==> config.mk <==
export PLATFORM = sky130hd
export DESIGN_NAME = alu_mc
export DESIGN_NICKNAME = d
export VERILOG_FILES = /design/src/rtl/alu_mc.sv
export SDC_FILE = /design/constraint.sdc
export NUM_CORES = 1
export LEC_CHECK = 0
export ABC_CLOCK_PERIOD_IN_PS = 5700
export CORE_MARGIN = 5
export CORE_UTILIZATION = 60
export DETAILED_ROUTE_END_ITERATION = 7
export MAX_ROUTING_LAYER = met4
export PLACE_DENSITY = 0.8
export SYNTH_ARGS = -nofsm -noshare
export SYNTH_HDL_FRONTEND = slang
export SYNTH_SLANG_ARGS = --single-unit
==> constraint.sdc <==
create_clock -name clk -period 5.7 [get_ports clk]
set_clock_uncertainty 0.05 [all_clocks]
set_input_delay 1.14 -clock clk [delete_from_list [all_inputs] [get_ports clk]]
set_output_delay 1.14 -clock clk [all_outputs]
set_load 0.02 [all_outputs]
==> src/rtl/alu_mc.sv <==
// alu_mc: multi-cycle execute ALU; iterative mul, optional divider.
// Define ALU_DIV_EN to build the iterative divider for func 10/11.
module alu_mc #(
   parameter int WIDTH = 32,
   parameter int CNT_W = 6
) (
   input  logic             clk,
   input  logic             rst_n,
   input  logic             flush,
   input  logic             in_valid,
   output logic             in_ready,
   input  logic [WIDTH-1:0] a,
   input  logic [WIDTH-1:0] b,
   input  logic [3:0]       func,
   input  logic [5:0]       opcode,
   output logic             out_valid,
   output logic [WIDTH-1:0] result,
   output logic             zero_flag,
   output logic             busy
);

   typedef enum logic {IDLE, RUN} state_t;

   state_t           state;
   logic [CNT_W-1:0] cnt;
   logic [WIDTH-1:0] acc, q, opd;
   logic [WIDTH-1:0] res_new, res_hold;
   logic             zf_new, zf_hold;
   logic             ov_q, sel_hi, sel_div;
   logic [5:0]       op_q;
   logic             accept, is_multi, commit;
   logic [WIDTH-1:0] single, nxt_hi, nxt_lo, fin;
   logic [WIDTH:0]   sum;
`ifdef ALU_DIV_EN
   logic [WIDTH:0]   sh;
   logic [WIDTH:0]   df;
`endif

   function automatic logic zf(input logic [5:0] op,
                               input logic [WIDTH-1:0] r);
      return ((op == 6'b000100) && (r == '0)) ||
             ((op == 6'b000101) && (r != '0));
   endfunction

   assign in_ready = (state == IDLE) & ~flush;
   assign accept   = in_valid & in_ready;
   assign busy     = (state == RUN);

   // A flush in the pulse cycle retracts the op just produced.
   assign commit    = ov_q & ~flush;
   assign out_valid = commit;
   assign result    = commit ? res_new : res_hold;
   assign zero_flag = commit ? zf_new : zf_hold;

`ifdef ALU_DIV_EN
   assign is_multi = (func[3:2] == 2'b10);
`else
   assign is_multi = (func[3:1] == 3'b100);
`endif

   always_comb begin
      single = '0;
      case (func)
         4'd0: single = a + b;
         4'd1: single = a - b;
         4'd2: single = a & b;
         4'd3: single = a | b;
         4'd4: single = ~a;
         4'd5: single = a;
         4'd6: single = {{(WIDTH-1){1'b0}}, (a < b)};
         4'd7: single = b << (WIDTH/2);
         default: single = '0;
      endcase
   end

   // {acc,q} is the product (mul) or {remainder,quotient} (div).
   always_comb begin
      nxt_hi = acc;
      nxt_lo = q;
      sum    = '0;
`ifdef ALU_DIV_EN
      sh     = {acc, q[WIDTH-1]};
      df     = sh - {1'b0, opd};
`endif
      if (!sel_div) begin
         sum    = {1'b0, acc} + (q[0] ? {1'b0, opd} : '0);
         nxt_hi = sum[WIDTH:1];
         nxt_lo = {sum[0], q[WIDTH-1:1]};
      end
`ifdef ALU_DIV_EN
      else if (sh >= {1'b0, opd}) begin
         nxt_hi = df[WIDTH-1:0];
         nxt_lo = {q[WIDTH-2:0], 1'b1};
      end else begin
         nxt_hi = sh[WIDTH-1:0];
         nxt_lo = {q[WIDTH-2:0], 1'b0};
      end
`endif
      fin = sel_hi ? nxt_hi : nxt_lo;
   end

   always_ff @(posedge clk or negedge rst_n) begin
      if (!rst_n) begin
         state    <= IDLE;
         cnt      <= '0;
         acc      <= '0;
         q        <= '0;
         opd      <= '0;
         res_new  <= '0;
         res_hold <= '0;
         zf_new   <= 1'b0;
         zf_hold  <= 1'b0;
         ov_q     <= 1'b0;
         sel_hi   <= 1'b0;
         sel_div  <= 1'b0;
         op_q     <= '0;
      end else begin
         ov_q <= 1'b0;
         if (commit) begin
            res_hold <= res_new;
            zf_hold  <= zf_new;
         end
         if (flush) begin
            state <= IDLE;
            cnt   <= '0;
         end else if (state == IDLE) begin
            if (accept && is_multi) begin
               state   <= RUN;
               cnt     <= CNT_W'(WIDTH);
               acc     <= '0;
               q       <= func[1] ? a : b;
               opd     <= func[1] ? b : a;
               sel_hi  <= func[0];
               sel_div <= func[1];
               op_q    <= opcode;
            end else if (accept) begin
               res_new <= single;
               zf_new  <= zf(opcode, single);
               ov_q    <= 1'b1;
            end
         end else begin
            acc <= nxt_hi;
            q   <= nxt_lo;
            cnt <= cnt - CNT_W'(1);
            if (cnt == CNT_W'(1)) begin
               state   <= IDLE;
               cnt     <= '0;
               res_new <= fin;
               zf_new  <= zf(op_q, fin);
               ov_q    <= 1'b1;
            end
         end
      end
   end

endmodule

### Word level (Yosys, flattened, before mapping)

Index checks and enable logic that the tools add are counted.

* $add $sub $neg: 4
* multiply operators: 0
* div/mod/pow operators: 0
* order comparisons: 1
* equal/unequal tests: 15
* shift operators: 0
* multiplexer cells: 34
* bitwise operators: 8
* reductions and logical operators: 18

Operators with widths (number)
* $mux W32: 15
* $pmux W32 S8: 1
* $logic_not A32 Y1: 2
* $reduce_bool A32 Y1: 2
* $add A32 B32 Y33: 1
* $add A32 B32 Y32: 1
* $and A32 B32 Y32: 1
* $lt A32 B32 Y1: 1
* $not A32 Y32: 1
* $or A32 B32 Y32: 1
* $sub A32 B32 Y32: 1
* $eq A6 B3 Y1 const B: 4
* $mux W6: 4
* $eq A4 B3 Y1 const B: 4
* $mux W1: 14
* $eq A4 B2 Y1 const B: 2
* $eq A6 B1 Y1 const B: 1
* $sub A6 B1 Y6 const B: 1
* $logic_and A1 B1 Y1: 5
* $eq A4 B1 Y1 const B: 1
* $logic_not A4 Y1: 1
* $reduce_and A4 Y1: 1
* $reduce_bool A2 Y1: 2
* $and A1 B1 Y1: 3
* other kinds (8): 10

* register bits: 178
* latch bits: 0
* bits in writable memories: 0
* memory bits (read-only): 0
* logic and storage cells: 93
* memories kept: 0

### Logic depth before layout (Yosys ltp)

* depth after elaboration: 9
* mapped depth: 18
* gate-level depth less buffers: 17

### Worst setup path after synthesis

OpenSTA, ideal clock, no wires.

* kind: input to register
* from: in a[0]
* to: reg zf_new
* arrival time: 4.132 ns
* slack: 1.436 ns
* stages on the path: 17
* buffers on the path: 0
* cell sequence: inv_1 -> ha_1 -> inv_1 -> fa_1 -> nand2b_1 -> a2111oi_2 -> or3_1 -> a311oi_1 -> a21oi_1 -> a211oi_1 -> xnor2_1 -> a221oi_1 -> nand2_1 -> nor4_1 -> and4_1 -> o21ai_1 -> a31oi_1

* cells in the longest elaborated chain, start to end: 8
* elaborated cells between the ends (all ways): 15
* classes of those cells: add/sub: 2; order compare: 1; mux: 4; bitwise: 3; reduce/logical: 5

RTL lines
* start, declared: line 12 `input logic [WIDTH-1:0] a,`
* $sub A32 B32 Y32, or another cell as far along: line 65 `4'd1: single = a - b;`
* $pmux W32 S8 (*): line 63 `case (func)`
* $logic_not A32 Y1 or $reduce_bool A32 Y1 (tied branches): line 41, 42
* $logic_and A1 B1 Y1, on equally long branches: line 41, 42
* $logic_or A1 B1 Y1 (*): line 41 `return ((op == 6'b000100) && (r == '0)) ||`
* $mux W1 (*): line 136 `end else if (accept) begin`
* $mux W1 (*): line 127 `if (accept && is_multi) begin`
* $mux W1 (*): line 126 `end else if (state == IDLE) begin`
* end signal, assigned: line 138 `zf_new <= zf(opcode, single);`
* end signal, assigned: line 149 `zf_new <= zf(op_q, fin);`
* end, declared: line 28 `logic zf_new, zf_hold;`

Every way passes the cells marked *; elsewhere a longest branch is shown, timed or not. The select of a mux whose other input is x is not followed.
A chain may end at the register's enable or synchronous reset.

### Worst setup path after layout

* from: reg q[0]
* to: reg zf_new

* cells in the longest elaborated chain, start to end: 9
* elaborated cells between the ends (all ways): 12
* classes of those cells: add/sub: 1; mux: 6; reduce/logical: 5

RTL lines
* start, declared: line 26 `logic [WIDTH-1:0] acc, q, opd;`
* start signal, assigned: line 131 `q <= func[1] ? a : b;`
* start signal, assigned: line 143 `q <= nxt_lo;`
* $mux W32: line 86 `sum = {1'b0, acc} + (q[0] ? {1'b0, opd} : '0);`
* $add A32 B32 Y33: line 86
* $mux W32: line 85 `if (!sel_div) begin`
* $mux W32 (*): line 99 `fin = sel_hi ? nxt_hi : nxt_lo;`
* $logic_not A32 Y1 or $reduce_bool A32 Y1 (tied branches): line 41, 42
* $logic_and A1 B1 Y1, on equally long branches: line 41, 42
* $logic_or A1 B1 Y1 (*): line 41
* $mux W1 (*): line 145 `if (cnt == CNT_W'(1)) begin`
* $mux W1 (*): line 126

Marked as above.

==> flow_summary_export.csv <==
group,metric,value,unit
run_status,status,"complete, but fails checks",
run_status,violations,"design-rule violations",
timing,min_period_over_period,94.0,%
timing,timing.setup.tns,0,ns
critical_path,cp_slowest_stage_delay,0.79,ns
detailed_routing,drt-pass1-iter-count,8,
run,cap_violations,0,
clock_network,clkSlewWorstSetupHoldPaths,0.08,ns
logic_synthesis,synth.top_cell.area_share,26.4,%
timing,slew_headroom,25.4,%
critical_path,worstPathRequired,6.02,ns
clock_network,hold_buffers,0,
clock_network,clkLatencyLatePin,0.44,ns
placement,dp_hpwl,50.5,mm
power_and_ir_drop,p_per_area,279,mW/mm2
critical_path,critical_path.slowest_cell,"dfrtp_1",
logic_synthesis,netlist_area,0.0169,mm2
clock_network,post_cts_resized,0,
clock_network,cts-htree-levels,4,
detailed_routing,drt_wl_total,65.7,mm
global_routing,antenna_found_initial,2,
global_routing,grt_max_degree,102,
floorplanning,initial_utilization,60.7,%
logic_synthesis,synth-edff-count,0,
timing,rsz0062_at_grt,"false",
logic_synthesis,synth_warnings,0,
critical_path,critPathLaunchType,"register",
logic_synthesis,yosysMostFrequentCell,"nand2_1",
timing,final_hold_viol_count,0,
placement,io_buffers,113,
critical_path,crit_family,"compound AO/OA/AOI/OAI gates",
logic_synthesis,synth_largest_area_cell,"dfrtp_1",
detailed_routing,vias,18000,
floorplanning,fp.dieArea,0.0316,mm2
timing,worst_slew_pin_slew,1.12,ns
clock_network,cts_tree,"done",
floorplanning,core,0.0278,mm2
logic_synthesis,ys_seq_area_share,26.4,%
finish,layout.nets,2384,
timing,layout_min_cycle_time,5.36,ns
floorplanning,die_h,178,um
logic_synthesis,synth_common_cells,"201 x nand2_1, 178 x dfrtp_1, 164 x nor2_1",
floorplanning,die_x,178,um
logic_synthesis,synth-async-reset-ratio,100,%
detailed_routing,drt-wirelength-per-cell,25.7,um
detailed_routing,ant_nets,0,
critical_path,r2r_slack,0.34,ns
critical_path,endpoint_kind,"register",
critical_path,crit_buf_inv,1,
timing,drv_slew,0,
placement,place_area,0.0188,mm2
clock_network,cts_buffer_depth,2,
global_routing,grt_pass1_vias,17000,
critical_path,path_cells,"and2_1 -> ha_1 -> inv_1 -> fa_1 -> nor2b_1 -> o311ai_1 -> a2111oi_0 -> nor2_1 -> o31ai_1 -> xor2_1 -> a21oi_1 -> nand4_1 -> nor4_1 -> nand3_1 -> xnor2_1 -> nand4b_1 -> a31oi_1",
global_routing,grt_pass1_wl,99.7,mm
floorplanning,io_pins,114,
timing,fmax,187,MHz
critical_path,cp_max_fo,24,
detailed_routing,vias_per_cell,7.06,
floorplanning,rows,61,
power_and_ir_drop,peakVddDrop,0.251,mV
min_path,min_path_type,"register to register",
placement,routabilityCongestion,1.06,
logic_synthesis,syn-num-nets,2279,
logic_synthesis,avgSynthCellArea,8.19,um2
global_routing,track_usage,42.0,%
finish,fin_area,0.0194,mm2
logic_synthesis,yosys_most_used_dff,"dfrtp_1",
clock_network,post_cts_buffers,0,
detailed_routing,drc,11,
detailed_routing,initialDrtViolationCount,2524,
clock_network,cts_buffers,17,
finish,area_growth,15.1,%
logic_synthesis,synthDistinctLibCells,97,
logic_synthesis,syn_inst,2059,
power_and_ir_drop,power.leakage,8.84,nW
logic_synthesis,yosys_register_bits,178,
clock_network,root_buffer,"clkbuf_16",
finish,drive_gt1_share,11.9,%
timing,setup_viol,0,
critical_path,crit_arrival,5.68,ns
clock_network,cts.sinks,178,
logic_synthesis,synthTopCellsByArea,"dfrtp_1 26%, ha_1 10%, mux2i_1 5.0%",
critical_path,crit_type,"register to register",
global_routing,globalRouteOverflowTotal,0,
-- flip-flops by register name, summed over array words and instances (netlist names) --
register	cells
q	32
busy	1
ov_q	1
zf_new	1
res_hold	32
zf_hold	1
acc	32
sel_div	1
sel_hi	1
opd	32
op_q	6
res_new	32
cnt	6
-- layer usage --
layer	global-route usage (%)	part of all wire, %	vias up	wire, um
met5	-	0	-	0
li1	-	-	7791	-
met2	62.0	43	1439	28000
met3	8.56	13	248	8290
met1	56.5	40	8564	26100
met4	17.1	5.1	0	3360
-- through the flow --
step / utilization, % / power [mW] / setup WS (ns) / hold WS (ns) / instances
3_5_place_dp: 67.7 / 4.12 / 0.153 / 0.406 / 2523
2_1_floorplan: - / 3.26 / 1.44 / 0.383 / 2059
5_1_grt: 69.8 / 5.64 / 0.212 / 0.447 / 2557
3_3_place_gp: 67.7 / 4.06 / 0.127 / 0.399 / 2523
4_1_cts: 69.8 / 5.32 / 0.586 / 0.428 / 2555
6_report: 69.8 / 5.41 / 0.341 / 0.429 / 2557
-- worst reg2reg max path: stages, from the launching register on --
cell       delay [ns]
dfrtp_1          0.79
and2_1           0.23
ha_1             0.22
inv_1            0.08
fa_1             0.46
nor2b_1          0.22
o311ai_1         0.21
a2111oi_0        0.52
nor2_1           0.20
o31ai_1          0.45
xor2_1           0.18
a21oi_1          0.35
nand4_1          0.18
nor4_1           0.40
nand3_1          0.21
xnor2_1          0.21
nand4b_1         0.12
a31oi_1          0.20
-- placed cells by master (no fill, tap or decap), types with 20 or more instances in the layout --
master	synthesis	final
buf_4	1	124
a21oi_1	132	131
o21ai_0	140	140
and2_1	39	39
dfrtp_1	178	177
inv_1	113	113
nand3_1	37	36
clkdlybuf4s50_1	0	110
nand4_1	22	22
a21o_1	30	30
xnor2_1	39	39
nor3_1	37	36
a22o_1	25	25
nor2b_1	21	20
mux2i_1	84	84
nor2_1	164	164
mux2_2	37	37
a211oi_1	23	23
a31oi_1	25	25
nand2_1	201	201
ha_1	139	139
a221oi_1	59	59
o22ai_1	53	53
-- path summary, 6_finish.rpt --
check	cells after the start	startpoint	end
worst max-delay path	17	q[0]	zf_new
worst min-delay path	2	opd[18]	opd[18]
worst max register to register	17	q[0]	zf_new
worst min register to register	2	opd[18]	opd[18]
max in group asynchronous	2	rst_n	q[22]
min in group asynchronous	1	rst_n	cnt[2]
-- layout make-up --
type | count | area, um2
Clock buffer | 17 | 425
Sequential cell | 178 | 4460
Tap cell | 378 | 473
Antenna cell | 2 | 5.00
Inverter | 115 | 432
Clock inverter | 15 | 165
Multi-Input combinational cell | 1615 | 11400
Timing Repair Buffer | 237 | 2070
Fill cell | 2151 | 8380
-- cell families after synthesis --
group / count (synthesis) / synth area share (%)
compound gates: 674 / 27.8
mux: 131 / 8.79
fa+ha+maj: 142 / 10.7
flops: 178 / 26.4
buf+inv: 266 / 6.24
simple gates: 612 / 17.2
xor+xnor: 56 / 2.91
-- power by group --
part / switching (mW) / leakage (nW) / internal, mW
registers: 0.251 / 2.28 / 1.53
clock network: 0.605 / 0.283 / 0.591
logic: 1.44 / 6.28 / 0.990
Note: power is estimated with default switching activity, not from simulation.
